### src/rtl/univ_shift_pkg.sv
// Shared mode encodings for the universal shift register and its bench.
package univ_shift_pkg;

    localparam logic [1:0] MODE_HOLD = 2'b00;
    localparam logic [1:0] MODE_SHR  = 2'b01;
    localparam logic [1:0] MODE_SHL  = 2'b10;
    localparam logic [1:0] MODE_LOAD = 2'b11;

endpackage

### src/rtl/usr_bit_counter.sv
// Counts shifts within a word; wrap pulses for one cycle when WIDTH shifts have completed.
module usr_bit_counter #(
    parameter int unsigned WIDTH = 4
) (
    input  logic clk,
    input  logic rst,
    input  logic clr,
    input  logic inc,
    output logic wrap
);

    localparam int unsigned CNT_W = (WIDTH > 1) ? $clog2(WIDTH) : 1;

    logic [CNT_W-1:0] cnt_q, cnt_d;
    logic             wrap_q, wrap_d;

    always_comb begin
        cnt_d  = cnt_q;
        wrap_d = 1'b0;
        if (clr) begin
            cnt_d = '0;
        end else if (inc) begin
            if (cnt_q == CNT_W'(WIDTH - 1)) begin
                cnt_d  = '0;
                wrap_d = 1'b1;
            end else begin
                cnt_d = cnt_q + CNT_W'(1);
            end
        end
    end

    always_ff @(posedge clk) begin
        if (rst) begin
            cnt_q  <= '0;
            wrap_q <= 1'b0;
        end else begin
            cnt_q  <= cnt_d;
            wrap_q <= wrap_d;
        end
    end

    assign wrap = wrap_q;

endmodule

### src/rtl/univ_shift_reg.sv
// Universal shift register: hold, shift right/left, parallel load, plus a completed-word pulse.
// Define USR_ROTATE_EN to add the rot input, which makes shifts rotate instead of taking sin.
module univ_shift_reg
    import univ_shift_pkg::*;
#(
    parameter int unsigned WIDTH = 4
) (
    input  logic             clk,
    input  logic             rst,
    input  logic             en,
    input  logic [1:0]       mode,
    input  logic             sin,
`ifdef USR_ROTATE_EN
    input  logic             rot,
`endif
    input  logic [WIDTH-1:0] pin,
    output logic [WIDTH-1:0] q,
    output logic             sout_msb,
    output logic             sout_lsb,
    output logic             word_vld
);

    logic [WIDTH-1:0] q_q, q_d;
    logic             shr_in, shl_in;
    logic             do_shift, do_load;

    // Bits entering at each end: serial input, or the opposite end when rotating.
    always_comb begin
        shr_in = sin;
        shl_in = sin;
`ifdef USR_ROTATE_EN
        if (rot) begin
            shr_in = q_q[0];
            shl_in = q_q[WIDTH-1];
        end
`endif
    end

    always_comb begin
        q_d      = q_q;
        do_shift = 1'b0;
        do_load  = 1'b0;
        if (en) begin
            case (mode)
                MODE_SHR: begin
                    q_d      = {shr_in, q_q[WIDTH-1:1]};
                    do_shift = 1'b1;
                end
                MODE_SHL: begin
                    q_d      = {q_q[WIDTH-2:0], shl_in};
                    do_shift = 1'b1;
                end
                MODE_LOAD: begin
                    q_d     = pin;
                    do_load = 1'b1;
                end
                default: ;
            endcase
        end
    end

    always_ff @(posedge clk) begin
        if (rst) begin
            q_q <= '0;
        end else begin
            q_q <= q_d;
        end
    end

    usr_bit_counter #(
        .WIDTH(WIDTH)
    ) u_bit_counter (
        .clk  (clk),
        .rst  (rst),
        .clr  (do_load),
        .inc  (do_shift),
        .wrap (word_vld)
    );

    assign q        = q_q;
    assign sout_msb = q_q[WIDTH-1];
    assign sout_lsb = q_q[0];

endmodule

### config.mk
export PLATFORM = sky130hd
export DESIGN_NAME = univ_shift_reg
export DESIGN_NICKNAME = d
export VERILOG_FILES = /design/src/rtl/univ_shift_pkg.sv /design/src/rtl/usr_bit_counter.sv /design/src/rtl/univ_shift_reg.sv
export SDC_FILE = /design/constraint.sdc
export NUM_CORES = 1
export LEC_CHECK = 0
export CAP_MARGIN = 15
export CORE_AREA = 2 2 39 41
export CTS_CLUSTER_DIAMETER = 80
export DETAILED_ROUTE_END_ITERATION = 8
export DIE_AREA = 0 0 41 43
export SYNTH_ARGS = -nofsm -noshare
export SYNTH_HDL_FRONTEND = slang
export SYNTH_SLANG_ARGS = --single-unit
### constraint.sdc
create_clock -name clk -period 1.2 [get_ports clk]
set_input_delay 0.18 -clock clk [delete_from_list [all_inputs] [get_ports clk]]
set_output_delay 0.18 -clock clk [all_outputs]
set_load 0.02 [all_outputs]
==> Word-level counts from Yosys, hierarchy flattened <==
Cells that the tools add are included.
{ "classes": {"n_addsub": 1, "eq_ne": 4, "n_mux": 7, "bitwise_logic": 1, "n_reduce_logical": 5} }
{ "ops": {"columns": ["op", "n"], "rows": [
  ["4-bit one-hot mux with 3 select lines", 1],
  ["2-bit == test (second input constant)", 3],
  ["1-bit two-way mux", 5],
  ["2-bit OR reduction", 2],
  ["3-bit nonzero test", 1],
  ["3-bit OR reduction", 1],
  ["2-bit by 1-bit adder with 2-bit output (second input constant)", 1],
  ["2-bit by 1-bit == test with 1-bit output (second input constant)", 1],
  ["2-bit two-way mux", 1],
  ["2-bit AND reduction", 1],
  ["1-bit NOT", 1]
]} }
{ "word_totals": {"reg_bits": 7, "in_bits": 10, "output_inout_bits": 7, "word_cells": 21} }

==> Longest topological paths before layout <==
{ "depth": {"depth_word": 6, "mapped_depth": 6, "ltp_nobuf": 5} }

==> By module <==
From an unflattened synthesis, not the netlist that was laid out.
{ "hier_totals": {"cells_unflattened": 43, "hier_area_um2": 405.4} }
{ "modules_own_cells": {"columns": ["module", "instances", "cells_each", "area_per_inst_um2", "seq_area_each_um2"], "rows": [
  ["univ_shift_reg", 1, 32, 281.5, 80.1],
  ["usr_bit_counter", 1, 11, 123.9, 60.1]
]} }

==> Worst setup path after synthesis <==
OpenSTA, ideal clock, no wires.
{ "synth_path": {"path_kind": "input-to-reg", "start": "in mode[0]", "end": "reg u_bit_counter.cnt_q[1]", "setup_ns": 0.117, "arrival_ns": 0.888, "required_ns": 1.083, "path_slack_ns": 0.196, "cell_stages": 5, "n_path_buf": 0, "cell_sequence": "inv_1 -> ha_1 -> and3b_1 -> a22oi_1 -> nor2_1"} }
{ "synth_between": {"elab_chain_cells": 4, "word_cells_on_any_way": 9, "classes_between": "3 x eq/ne; 4 x mux; 2 x reduce/logical"} }
{ "synth_rtl": {"columns": ["item", "line_no", "source"], "rows": [
  ["start, declared", "univ_shift_reg.sv:11", "input logic [1:0] mode,"],
  ["2-bit == test / 2-bit by 1-bit == test with 1-bit output (equally long branches)", "univ_shift_reg.sv:44", "case (mode)"],
  ["2-bit OR reduction (no line) / 1-bit two-way mux (equally long branches)", null, null],
  ["1-bit two-way mux (on tied branches)", "univ_shift_reg.sv:44, univ_shift_reg.sv:43", null],
  ["1-bit two-way mux / 2-bit OR reduction (equally long branches)", null, null],
  ["end signal, assigned", "usr_bit_counter.sv:37", "cnt_q <= cnt_d;"],
  ["end, declared", "usr_bit_counter.sv:14", "logic [CNT_W-1:0] cnt_q, cnt_d;"]
]} }
Several ways; a longest one is shown, not always the timed one.
A chain may end at the register's enable or synchronous reset.

==> Worst setup path after layout <==
{ "layout_path": {"start": "reg q_q[3] (netlist: q[3])", "end": "out sout_msb"} }
{ "layout_rtl": {"columns": ["item", "line_no", "source"], "rows": [
  ["start, declared", "univ_shift_reg.sv:23", "logic [WIDTH-1:0] q_q, q_d;"],
  ["start signal, assigned", "univ_shift_reg.sv:66", "q_q <= q_d;"],
  ["end, declared", "univ_shift_reg.sv:18", "output logic sout_msb,"]
]} }
No word-level cell between the ends.

==> metrics.cfg <==
[outcome]
status = completed

[worst_setup_path]
slowest_delay_ns = 0.36
cp.arrival_ns = 0.96
crit_path_cell_trace = dlygate4sd2_1
crit_family = flip-flops
critPathBufInv = 1
startpoint_type = flip-flop
cp-end-kind = primary output
crit_required_ns = 1.02
crit_type = flip-flop to primary output
cp_slowest_cell = dfxtp_1
path_max_fanout = 4

[placed_design]
dpl.cell_count = 76
placed_cell_area_um2 = 579
dpl.hpwl_um = 665
port_buffers = 16
gp_congestion = 0.667
pre_cts_slack_ns = -0.377

[floorplanning]
core_region_area_um2 = 1380
start_util_pct = 28.0
ios = 17
fp.dieH_um = 43
fp-row-count = 14
dieArea_um2 = 1760
die_w_um = 41

[final_layout]
layout-drive-gt1-share_pct = 21.5
nets = 80
area_growth_pct = 61.6
fin_area_um2 = 627
finalNonFillerCells = 81
num_antenna_cells = 0

[drt]
num_vias = 403
viasPerCell = 4.98
drt-met1-wl_um = 363
drt-total-wl_um = 875
wl_per_cell_um = 10.8
dr.pass1.iters = 4
drtIter0Drc = 6
wl_met2_um = 418
routed-wl-met3_um = 78
route.detailed.drc = 0
postRouteAntennaNets = 0
highest_layer = met4

[clock_tree]
htree_levels = 1
path_clk_slew_ns = 0.05
cts.sinks = 7
clockBufferDepth = 2
clk_latency_ns = 0.25
root_buffer = clkbuf_4
hold_buffers = 0
cts_tree = yes
cts_buffers = 3

[sta]
drv_slew = 0
layout_setup_ws_ns = 0.0642
relSlewSlack_pct = 82.5
hold_viol = 0
final.setup.tns_ns = 0
period_share_pct = 94.6
rsz0062_at_grt = false
fin_skew_ns = 0.00247
fin_crit_ns = 1.14
worstMarginPinSlew_ns = 0.261
hold_slack_ns = 0.504
fmax_mhz = 880
setup_viol = 0

[synth]
synth_area_leaders = dfxtp_1, ha_1, a22oi_1
yosysSeqAreaShare_pct = 36.1
syn_area_um2 = 388
synth_edf_count = 0
yosysTopAreaCell = dfxtp_1
async_reset_ff_share_pct = 0
syn_inst = 42
ys_types = 13
synth-seq-cells = 7
synth_fp_nets = 56
synthTopCellsByCount = dfxtp_1, nor2_1, a22oi_1
yosys_warnings = 0
syn_avg_cell_area_um2 = 9.24
yosysTopAreaCellShare_pct = 36.1
synth_ff_type = dfxtp_1

[global_route]
antenna_found_initial = 0
grt_pass1_wl_um = 1410
grt.overflow.total = 0
grt_max_degree = 9
grt_pass1_vias = 354
grt_usage_pct = 12.1

[pwr]
p_leak_nw = 0.285
power.density_nw_per_um2 = 1020
ir_worst_vdd_mv = 0.385

[flow_run]
maxCapViolCount = 0

[worst_hold_path]
hold_class = flip-flop to flip-flop

==> what timing repair did <==
item	in CTS	in global routing
setup endpoints to repair	14	3
buffers inserted	1	0
pin swaps	3	0
resized for setup	14	3
hold endpoints to repair	0	0
==> layout make-up <==
class / instances / area, um2
clock buffer: 4 / 26.3
fill: 142 / 757
inverter: 2 / 7.51
multi-input combinational: 30 / 236
sequential: 7 / 140
tap: 16 / 20.0
timing repair buffer: 22 / 196
==> layout by cell type, fill, tap and decap left out, drive strengths merged <==
cell type	count
nor2	8
clkdlybuf4s50	7
dlygate4sd2	7
dfxtp	7
a22oi	6
buf	6
nand2	4
a311oi	4
clkbuf	4
ha	4
inv	2
and3b	2
clkdlybuf4s15	2
nor2b	1
o21ai	1
==> logic make-up (layout without fill, tap and decap cells) <==
| group | count (synthesis) | after routing | share of synthesized area [%] |
|---|---|---|---|
| AND/OR/NAND/NOR | 15 | 15 | 20.3 |
| buffers and inverters | 5 | 28 | 8.71 |
| adder cells (fa/ha/maj) | 4 | 4 | 12.9 |
| AO/OA/AOI/OAI | 11 | 11 | 21.9 |
| flip-flops | 7 | 7 | 36.1 |
==> state kept, by name, summed over array words and instances (netlist names) <==
register,flops
q,4
u_bit_counter.cnt_q,2
u_bit_counter.wrap,1
==> path summary, 6_finish.rpt <==
kind	slack [ns]	depth (start not counted)	to	startpoint
max	0.06	1	sout_msb	q[3]
min	0.50	2	u_bit_counter.cnt_q[1]	u_bit_counter.cnt_q[1]
max reg2reg	0.26	3	u_bit_counter.cnt_q[1]	u_bit_counter.cnt_q[0]
min reg2reg	0.50	2	u_bit_counter.cnt_q[1]	u_bit_counter.cnt_q[1]
==> routing by layer <==
metal,up-vias,global-route usage [%]
met5,-,0
met1,179,15.7
met2,23,15.9
met3,2,3.14
met4,0,10.0
li1,199,-
==> per-stage QoR <==
| step | utilization [%] | power, mW |
|---|---|---|
| after floorplan | - | 0.348 |
| after global placement | 41.9 | 0.425 |
| after detailed placement | 41.9 | 0.427 |
| after CTS | 45.1 | 0.643 |
| after global routing | 45.3 | 0.678 |
| final | 45.3 | 0.637 |
==> worst reg2reg max path, stage by stage, from the launching register on <==
cell	delay (ns)
dfxtp_1	0.32
ha_1	0.29
a22oi_1	0.16
nor2_1	0.05
==> power by group <==
group / switching [mW] / internal, mW / leakage, nW
logic: 0.0781 / 0.0860 / 0.212
registers: 0.00960 / 0.247 / 0.0574
clock network: 0.0892 / 0.127 / 0.0150
(Power assumes the default switching activity.)
